### src/rtl/bcd_display_pkg.sv
// Segment constants and BCD-to-segment helper shared by the display scanner.
// Active-high encoding, bit6..bit0 = g f e d c b a.
package bcd_display_pkg;

    localparam logic [6:0] SEG_0    = 7'h3F;
    localparam logic [6:0] SEG_1    = 7'h06;
    localparam logic [6:0] SEG_2    = 7'h5B;
    localparam logic [6:0] SEG_3    = 7'h4F;
    localparam logic [6:0] SEG_4    = 7'h66;
    localparam logic [6:0] SEG_5    = 7'h6D;
    localparam logic [6:0] SEG_6    = 7'h7D;
    localparam logic [6:0] SEG_7    = 7'h07;
    localparam logic [6:0] SEG_8    = 7'h7F;
    localparam logic [6:0] SEG_9    = 7'h67;
    localparam logic [6:0] SEG_DASH = 7'h40;
    localparam logic [6:0] SEG_OFF  = 7'h00;

    function automatic logic [6:0] bcd_to_seg(input logic [3:0] nibble);
        logic [6:0] seg;
        case (nibble)
            4'd0:    seg = SEG_0;
            4'd1:    seg = SEG_1;
            4'd2:    seg = SEG_2;
            4'd3:    seg = SEG_3;
            4'd4:    seg = SEG_4;
            4'd5:    seg = SEG_5;
            4'd6:    seg = SEG_6;
            4'd7:    seg = SEG_7;
            4'd8:    seg = SEG_8;
            4'd9:    seg = SEG_9;
            default: seg = SEG_DASH;
        endcase
        return seg;
    endfunction

endpackage

### src/rtl/seg7_decode.sv
// Combinational nibble-to-segment decoder; non-BCD nibbles show a dash.
module seg7_decode
    import bcd_display_pkg::*;
(
    input  logic [3:0] nibble_i,
    output logic [6:0] seg_o
);

    assign seg_o = bcd_to_seg(nibble_i);

endmodule

### src/rtl/bcd_display_scanner.sv
// Multiplexed seven-segment scanner with frame-aligned value commit and leading-zero blanking.
// Define BCD_DISPLAY_DP_EN to add the per-digit decimal point (dp_mask in, dp_o out).
module bcd_display_scanner
    import bcd_display_pkg::*;
#(
    parameter int unsigned DIGITS     = 4,
    parameter int unsigned PRESCALE   = 1000,
    parameter int unsigned ACTIVE_LOW = 0
) (
    input  logic                  clk,
    input  logic                  rst_n,
    input  logic                  load_valid,
    output logic                  load_ready,
    input  logic [4*DIGITS-1:0]   load_value,
    input  logic                  blank_lz,
`ifdef BCD_DISPLAY_DP_EN
    input  logic [DIGITS-1:0]     dp_mask,
    output logic                  dp_o,
`endif
    output logic [6:0]            seg_o,
    output logic [DIGITS-1:0]     an_o
);

    localparam int unsigned PW = (PRESCALE > 1) ? $clog2(PRESCALE) : 1;
    localparam int unsigned IW = (DIGITS > 1) ? $clog2(DIGITS) : 1;
`ifdef BCD_DISPLAY_DP_EN
    localparam int unsigned SW = 5 * DIGITS;
`else
    localparam int unsigned SW = 4 * DIGITS;
`endif
    localparam logic [PW-1:0] PCNT_MAX = PW'(PRESCALE - 1);
    localparam logic [IW-1:0] IDX_MAX  = IW'(DIGITS - 1);
    localparam logic          INV      = (ACTIVE_LOW != 0);

    logic [PW-1:0]     pcnt_q, pcnt_d;
    logic [IW-1:0]     idx_q, idx_d;
    // Shadow words: BCD digits in the low 4*DIGITS bits, DP mask above when enabled.
    logic [SW-1:0]     pend_q, pend_d, disp_q, disp_d, load_word;
    logic              pend_full_q, pend_full_d;
    logic              tick, xfer, commit;
    logic [3:0]        cur_digit;
    logic [DIGITS-1:0] an_next;
    logic              lz_run, blank;
    logic [6:0]        dec_seg;
    logic [6:0]        seg_q;
    logic [DIGITS-1:0] an_q;

`ifdef BCD_DISPLAY_DP_EN
    logic cur_dp, dp_q;
    assign load_word = {dp_mask, load_value};
    assign dp_o      = dp_q;
`else
    assign load_word = load_value;
`endif

    assign load_ready = ~pend_full_q;
    assign seg_o      = seg_q;
    assign an_o       = an_q;

    always_comb begin
        tick   = (pcnt_q == PCNT_MAX);
        pcnt_d = tick ? '0 : pcnt_q + 1'b1;
        idx_d  = idx_q;
        if (tick) begin
            idx_d = (idx_q == IDX_MAX) ? '0 : idx_q + 1'b1;
        end

        xfer        = load_valid && load_ready;
        commit      = tick && (idx_q == IDX_MAX) && pend_full_q;
        pend_d      = pend_q;
        pend_full_d = pend_full_q;
        disp_d      = disp_q;
        // Transfer and commit are exclusive: load_ready is low whenever a commit can fire.
        if (xfer) begin
            pend_d      = load_word;
            pend_full_d = 1'b1;
        end else if (commit) begin
            disp_d      = pend_q;
            pend_full_d = 1'b0;
        end
    end

    // Walk from the top digit down so lz_run holds "this digit and all above are zero".
    always_comb begin
        cur_digit = '0;
        an_next   = '0;
        lz_run    = 1'b1;
        blank     = 1'b0;
`ifdef BCD_DISPLAY_DP_EN
        cur_dp    = 1'b0;
`endif
        for (int k = DIGITS - 1; k >= 0; k--) begin
            lz_run = lz_run && (disp_q[4*k +: 4] == 4'd0);
            if (IW'(k) == idx_q) begin
                cur_digit  = disp_q[4*k +: 4];
                an_next[k] = 1'b1;
                blank      = blank_lz && (k != 0) && lz_run;
`ifdef BCD_DISPLAY_DP_EN
                cur_dp     = disp_q[4*DIGITS + k];
`endif
            end
        end
    end

    seg7_decode u_decode (
        .nibble_i (cur_digit),
        .seg_o    (dec_seg)
    );

    always_ff @(posedge clk or negedge rst_n) begin
        if (!rst_n) begin
            pcnt_q      <= '0;
            idx_q       <= '0;
            pend_q      <= '0;
            disp_q      <= '0;
            pend_full_q <= 1'b0;
            seg_q       <= {7{INV}};
            an_q        <= {DIGITS{INV}};
`ifdef BCD_DISPLAY_DP_EN
            dp_q        <= INV;
`endif
        end else begin
            pcnt_q      <= pcnt_d;
            idx_q       <= idx_d;
            pend_q      <= pend_d;
            disp_q      <= disp_d;
            pend_full_q <= pend_full_d;
            seg_q       <= (blank ? SEG_OFF : dec_seg) ^ {7{INV}};
            an_q        <= (blank ? '0 : an_next) ^ {DIGITS{INV}};
`ifdef BCD_DISPLAY_DP_EN
            dp_q        <= (blank ? 1'b0 : cur_dp) ^ INV;
`endif
        end
    end

endmodule
### config.mk
export PLATFORM = sky130hd
export DESIGN_NAME = bcd_display_scanner
export DESIGN_NICKNAME = d
export VERILOG_FILES = /design/src/rtl/bcd_display_pkg.sv /design/src/rtl/seg7_decode.sv /design/src/rtl/bcd_display_scanner.sv
export SDC_FILE = /design/constraint.sdc
export NUM_CORES = 1
export LEC_CHECK = 0
export ABC_AREA = 1
export CAP_MARGIN = 20
export CORE_UTILIZATION = 45
export CTS_CLUSTER_DIAMETER = 150
export DETAILED_ROUTE_END_ITERATION = 10
export PLACE_DENSITY = 0.73
export SYNTH_ARGS = -nofsm -noshare
export SYNTH_HDL_FRONTEND = slang
export SYNTH_SLANG_ARGS = --single-unit
### constraint.sdc
create_clock -name clk -period 3.25 [get_ports clk]
set_input_delay 0.4875 -clock clk [delete_from_list [all_inputs] [get_ports clk]]
set_output_delay 0.4875 -clock clk [all_outputs]
set_load 0.05 [all_outputs]
==> flow_results.org, run 1 <==
** Clock tree
- CTS H-tree lvls :: 2
- Clock latency on the worst-skew pair :: 0.31 ns
- Hold-fix buffers at CTS :: 0
- Number of buffers inserted during clock tree synthesis :: 5
- TritonCTS built the clock tree.
- Clock-pin slew was measured on the worst setup and hold paths at 0.10 ns.
- Post-CTS Setup Inserts :: 0
- The clock passes through at most 2 buffers.
- The tree is rooted in a clkbuf_8.
- Number of resized instances in the post-cts repair step :: 0
- The clock net in this run drives a total of 56 sinks.

** Die
- 32 I/O pins were placed.
- Placeable Area :: 0.005675 sq mm
- In this run the vertical extent of the chip is around 80 um.
- The initial utilization of the core area, before any placement, comes to 47.99%.
- Die ar. :: 0.006368 sq mm
- Chip width :: 79.80 um
- Core Rows :: 27

** Yosys
- During synthesis, Yosys emitted a total of 0 warnings.
- By area the synthesized netlist is led by dfrtp_1 (51%), nor2_1 (6.9%), nand2_1 (5.6%).
- Each instance of the synthesized netlist takes up on average slightly below 9 sq um.
- Yosys top cell by area :: dfrtp_1
- After synthesis, the most frequently instantiated cells are dfrtp_1 (56), nor2_1 (50), nand2_1 (41).
- In this run the biggest area consumer among cell types represents 51.45% of the synthesized area.
- In this run, synthesis inferred 0 flip-flops with an integrated enable.
- Number of distinct library cells after synthesis :: 30
- Cell area after synthesis :: 0.002724 sq mm
- Gate count of the mapped netlist :: 306
- Flip-flop and latch count after synthesis :: 56
- Proportion of register bits with asynchronous set or reset after synthesis :: 100.0%
- Sequential elements use 51.45% of the synthesized area.
- Most common cell in the synthesized netlist :: dfrtp_1
- The most used flip-flop cell after synthesis is dfrtp_1.
- The number of nets in the synthesized netlist is between 300 and 400.

** Global route
- Global routing used 3.429% of the available met3 tracks.
- Largest net degree at the start of global routing :: 39
- Most used routing layer :: met2
- For this run, global-route usage on met1 was measured as a little under a quarter.
- The total overflow left after global routing is 0.
- The number of antenna violations at the first check in global routing came to 0.
- Global-route wire length before repair :: 8.445 mm
- Global routing used 27.78% of the available met2 tracks.
- Global-route total usage across every layer :: 17.11%
- The via count of the first global-routing pass was 1,897.

** Timing
- Setup Viol. Count Final :: 0
- Clock skew on the completed layout was measured at 0.01160 ns.
- The final-report max-slew violation count is 0.
- Final Hold Slack :: 0.09785 ns
- Number of endpoints with negative hold slack in the final report :: 0
- Final setup slack of the worst path :: 1.133 ns
- Min cycle time layout :: 2.117 ns
- Upper clock frequency limit :: 0.4724 GHz
- Setup total negative slack on the finished layout was measured at 0 ns.
- Setup repair after global routing missed its margin :: no
- Worst slew slack as a fraction of its limit :: between 40% and 50%
- Slew of the pin with the lowest slew margin :: 0.8917 ns
- Period utilization :: 65.14%

** Place
- After legalization and detailed placement, the total HPWL measured 3.582 mm.
- Total of buffers placed on input and output ports :: 31
- Timing analysis after detailed placement gives a worst setup slack of about 1.2 ns.
- RePlAce Congestion :: 0.8738

** Route
- Post-route antenna net violation count :: 0
- In this run, the number of DRC markers left after iteration 0 of detailed routing was 105.
- The first detailed-routing pass ran for 4 iterations.
- Detailed routing inserted a total of a little under 2,000 vias.
- DRC :: 0
- After detailed routing, the average wire length per cell comes to 11.49 um.
- Using the TritonRoute via totals, the vias-per-cell ratio works out to 4.793.
- For this block, the routed nets add up to 4.724 mm of wire.

** Outcome
- The run finished with clean final reports.

** Critical path
- Data on the critical path arrives at its endpoint at roughly 1.6 ns.
- The worst setup path is launched from a register.
- Beginning of the worst register-to-register path :: idx_q[1]
- STA puts the critical path data required time at 2.76 ns.
- The setup path with the least slack is of type reg -> out.
- Critical Path Sink Type :: output port
- Tracing the worst setup path back leads to its startpoint at pend_full_q.
- Along the worst path, the maximum fanout reaches 3.

** Power and ir drop
- The internal power of the cells totals slightly above 0.9 mW.
- Worst IR drop on VDD :: between 0.2 and 0.25 mV
- Clock share of power :: 32.8%
- Power density of the placed cells :: 373.6 mW/mm^2
- In this run the static leakage power is 1.566 nW.
- Sequential cell fraction of total power :: between 60 and 70%
- Net switching is 23.42% of the power.
- Switching pwr :: 0.2774 mW
- Of the total power, combinational logic draws 6.0%.

** Final layout
- Compared with the post-synthesis result, the final layout area differs by 16.40%.
- Number of antenna repair diodes :: 0
- Fraction of final layout cells sized beyond drive strength 1 :: roughly 14%
- Post-route core utilization :: between 50% and 60%
- For this run, the post-layout net count is 368.

** Min path
- Type of the most critical hold path :: in -> async

** Run
- Across the run, the number of max-cap violations was 0.
-- worst max-delay path, stage by stage (launching register included) --
cell	delay, ns
dfrtp_1	0.44
inv_1	0.09
clkdlybuf4s50_1	0.80
-- sequential cells by signal (all words and copies together) (netlist names) --
signal	count
seg_o	7
disp_q	16
idx_q	2
pcnt_q	10
pend_full_q	1
pend_q	16
an_o	4
-- power by group through the flow --
stage / combinational, mW / sequential [mW] / clock [mW]
after floorplan: 0.0286 / 0.737 / 0
after detailed placement: 0.0730 / 0.739 / 0
after global placement: 0.0709 / 0.737 / 0
after global routing: 0.0822 / 0.727 / 0.440
after CTS: 0.0732 / 0.725 / 0.411
final: 0.0708 / 0.725 / 0.389
-- cell usage in the layout, fill, tap and decap left out, drive strengths merged, types with 2 or more instances in the layout --
cell / n
nand2: 55
buf: 2
o21ai: 24
a21oi: 29
inv: 43
clkbuf: 5
clkinv: 2
nand3b: 2
clkdlybuf4s50: 30
dfrtp: 56
ha: 10
nor3: 5
nor2: 51
nand3: 17
-- path summary, 6_finish.rpt --
kind,endpoint,slack [ns],cells after the start
max,load_ready,1.13,2
min,pcnt_q[9],0.1,1
max reg2reg,seg_o[3],1.15,10
min reg2reg,pcnt_q[0],0.47,1
max in group asynchronous,pend_q[15],2.35,2
min in group clk,pcnt_q[0],0.47,1
-- routing by layer --
metal	routed length [um]	part of all wire, %
met5	0	0
met3	229	4.8
met1	2286	48
met4	68	1.4
met2	2139	45
-- per-stage QoR --
step                      total power [mW]  cell area [sq um]  cells
after global placement              0.8084               3077    403
after floorplan                     0.7659               2724    306
after global routing                 1.249               3171    411
after detailed placement            0.8120               3077    403
final                                1.185               3171    411
after CTS                            1.209               3171    411
-- layout make-up --
| class | instances | area (sq um) |
|---|---|---|
| Fill cell | 534 | 2505 |
| Tap cell | 72 | 90.09 |
| Sequential cell | 56 | 1401 |
| Clock inverter | 3 | 25.02 |
| Timing Repair Buffer | 32 | 312.8 |
| Multi-Input combinational cell | 199 | 1089 |
| Clock buffer | 5 | 68.82 |
| Inverter | 44 | 183.9 |
-- cells by family after synthesis --
group | after synthesis | synth area share [%]
and+or+nand+nor | 133 | 22.55
DFF | 56 | 51.45
AOI/OAI and AO/OA | 55 | 12.49
buffers and inverters | 51 | 8.590
adders and majority gates | 10 | 4.593
xor gates and xnor gates | 1 | 0.3216
Power figures use the tool's default switching activity.
==> inputs of run 2 (changes only) <==
clock period = 2.03 ns   (was 3.25 ns; I/O delays follow)
==> flow_results.org, run 2 (same netlist as run 1, synthesis figures left out) <==
** Global route
- Total congestion overflow after global routing :: 0 (unchanged)
- Global-route wire length before repair :: 8.245 mm (was 8.445 mm)
- Initial antenna violation count :: 0 (unchanged)
- Via count of the first global-routing pass :: 1,918 (was 1,897)
- Largest net degree at the start of global routing :: 57 (was 39)
- Global-route total usage across every layer :: 16.43% (was 17.11%)

** Critical path
- Critical path's largest stage delay :: 0.80 ns (about the same)
- Buf/Inv on CP :: 2 (unchanged)
- Critical Path Sink Type :: output port (unchanged)
- Cell family with most CP delay :: buffers and inverters (unchanged)
- The cell at the slowest stage of the critical path is clkdlybuf4s50_1 (unchanged).
- The type of the setup path with the least slack is reg -> out (unchanged).
- The critical path data arrival time is 1.64 ns (was 1.63 ns).
- The required time of the critical path came to 1.73 ns (was 2.76 ns).
- Cells traversed along the worst timing path :: inv_1 -> clkdlybuf4s50_1 (unchanged)
- The top fanout value on the critical path is 3 (unchanged).
- The startpoint class of the critical path is a register (unchanged).

** Timing
- Counting I/O delays and the setup requirement, the final critical path takes between 1.5 and 2 ns.
- Number of endpoints with negative hold slack in the final report :: 0 (unchanged)
- Max Slew Vio Count :: 0 (unchanged)
- After layout, the worst path uses 95.97% of the clock period.
- The relative max-transition margin came to 54.03% (was 40.41%).
- The pin slew with the least headroom to its limit is 0.6895 ns (was 0.8917 ns).
- The clock tree skew after final layout is 0.005828 ns (was 0.01160 ns).
- Upper clock frequency limit :: 0.5133 GHz
- The setup violation total in the final timing report came to 0 (unchanged).

** Die
- The top-level I/O count came to 32 (unchanged).
- Effective utilization at floorplan :: 47.99% (unchanged)
- The die area came to 0.006368 sq mm (unchanged).
- The overall die width was 79.80 um (unchanged).
- The number of standard-cell rows in the floorplan came to 27 (unchanged).
- The placeable core region was 0.005675 sq mm (unchanged).
- Vertical extent of the die :: 79.80 um (unchanged)

** Power and ir drop
- The static leakage was 1.624 nW (was 1.566 nW).
- The power density of the placed cells was 622.6 mW/mm^2 (was 373.6 mW/mm^2).
- The total power of the final layout was 2.057 mW (was 1.185 mW).
- The worst supply voltage drop on vdd is 0.3465 mV (was 0.2387 mV).

** Clock tree
- Post-CTS Setup Inserts :: 0 (unchanged)
- Hold-fix buffers at CTS :: 0 (unchanged)
- The clock sink count came to 56 (unchanged).
- The cell at the root of the clock tree was clkbuf_8 (unchanged).
- Clock latency on the worst-skew pair :: 0.31 ns (about the same)
- TritonCTS clock tree :: done (unchanged)
- The number of buffers on the longest clock path was 2 (unchanged).
- Number of buffers inserted during clock tree synthesis :: 5 (unchanged)
- The clock-pin slew reported for the worst setup and hold paths after clock tree synthesis came to 0.10 ns (about the same).
- CTS H-tree lvls :: 2 (unchanged)

** Final layout
- Area occupied by multi-input gates :: 0.001132 sq mm (was 0.001089 sq mm)
- Largest registers: disp_q x16, pend_q x16, pcnt_q x10 (unchanged).
- The area used by sequential logic in the layout is 0.001401 sq mm (unchanged).
- Highest-count cells in the layout ignoring fill and taps :: dfrtp_1 (56), nor2_1 (49), nand2_1 (41) (was dfrtp_1 (56), nor2_1 (50), nand2_1 (41))
- The number of fillers in the final layout came to 548 (was 534).
- The filler-free cell count of the finished design is 417 (was 411).
- Layout area overhead :: 21.31% (was 16.40%)
- The total number of nets in the final design is 374 (was 368).
- Most common library cell in the layout ignoring fill and taps :: dfrtp_1 (unchanged)
- Fraction of final layout cells sized beyond drive strength 1 :: 18.26% (was 14.45%)
- The number of antenna cells inserted is 0 (unchanged).

** Route
- The wire length per cell after detailed routing is 11.23 um (was 11.49 um).
- The first-pass iteration count of the detailed router is 4 (unchanged).
- The number of DRC markers after the initial detailed-route iteration is 101 (was 105).
- Overall via count from detail_route :: 2,016 (was 1,970)
- The final routed DRC violation total is 0 (unchanged).
- The residual antenna-violating net count after detailed routing was 0 (unchanged).
- Via density per instance :: 4.835 (was 4.793)
- Final Routed Wirelength :: 4.682 mm (was 4.724 mm)

** Place
- The placed wire-length estimate after detailed placement was 3.340 mm (was 3.582 mm).
- The number of placed instances, taps included came to 409 (was 403).
- RePlAce Congestion :: 0.8645 (was 0.8738)
- Total of buffers placed on input and output ports :: 31 (unchanged)

** Run
- The number of maximum-capacitance constraint violations was 0 (unchanged).

** Outcome
- Run status: finished, final reports clean (unchanged).

** Min path
- Type of the most critical hold path :: in -> async (unchanged)
[run 2: cell type report]
cell class	instances	area share (%)
tap	72	2.726
clock inverter	1	0.9087
sequential	56	42.41
inverter	44	5.566
timing repair buffer	38	11.21
clock buffer	7	2.916
multi-input combinational	199	34.27
[run 2: path summary, 6_finish.rpt]
path / cells after the start / from / endpoint / slack (ns)
max in group asynchronous: 2 / rst_n / disp_q[13] / 1.45
worst min register to register: 1 / pcnt_q[0] / pcnt_q[0] / 0.46
worst min-delay path: 2 / rst_n / pcnt_q[5] / 0.09
worst max register to register: 11 / idx_q[0] / seg_o[3] / 0.13
worst max-delay path: 2 / pend_full_q / load_ready / 0.08
min in group clk: 1 / pcnt_q[0] / pcnt_q[0] / 0.46
[run 2: timing repair]
item,CTS,global route
endpoints found under the hold margin,0,0
resized for setup,0,11
endpoints found under the setup margin,0,6
[run 2: power breakdown]
part	switching (mW)	leakage, nW	internal [mW]	total, mW
logic	0.0628	0.887	0.0489	0.112
clock network	0.350	0.0645	0.436	0.785
registers	0.00910	0.672	1.15	1.16
[run 2: metal layers]
layer  GRT usage (%)  part of all wire, %  up-vias  wire length [um]
li1                -                    -     1042                 -
met1           22.08                   49      921              2316
met2           26.50                   45       46              2103
met3           2.971                  4.4        7               206
met4           5.893                  1.2        0                56
met5               0                    0        -                 0
[run 2: metrics by stage]
step	util [%]	worst slack (ns)	TNS, ns	area [sq um]	hold slack [ns]
after floorplan	-	0.1838	0	2724	0.008909
after global placement	55.22	0.1386	0	3134	0.4443
after detailed placement	55.22	0.05824	0	3134	0.4519
after CTS	57.45	0.02709	0	3261	0.1474
after global routing	58.22	-0.0002125	-0.0002125	3304	0.1806
final	58.22	0.08188	0	3304	0.09076
[run 2: worst register-to-register path, stage by stage, from the launching register on]
cell	delay (ns)
dfrtp_1	0.45
inv_2	0.15
ha_4	0.18
inv_2	0.06
nand2_1	0.06
nand3_1	0.10
a21oi_2	0.17
inv_1	0.10
ha_1	0.29
nor2_2	0.13
nor2_1	0.06
nor2_1	0.08
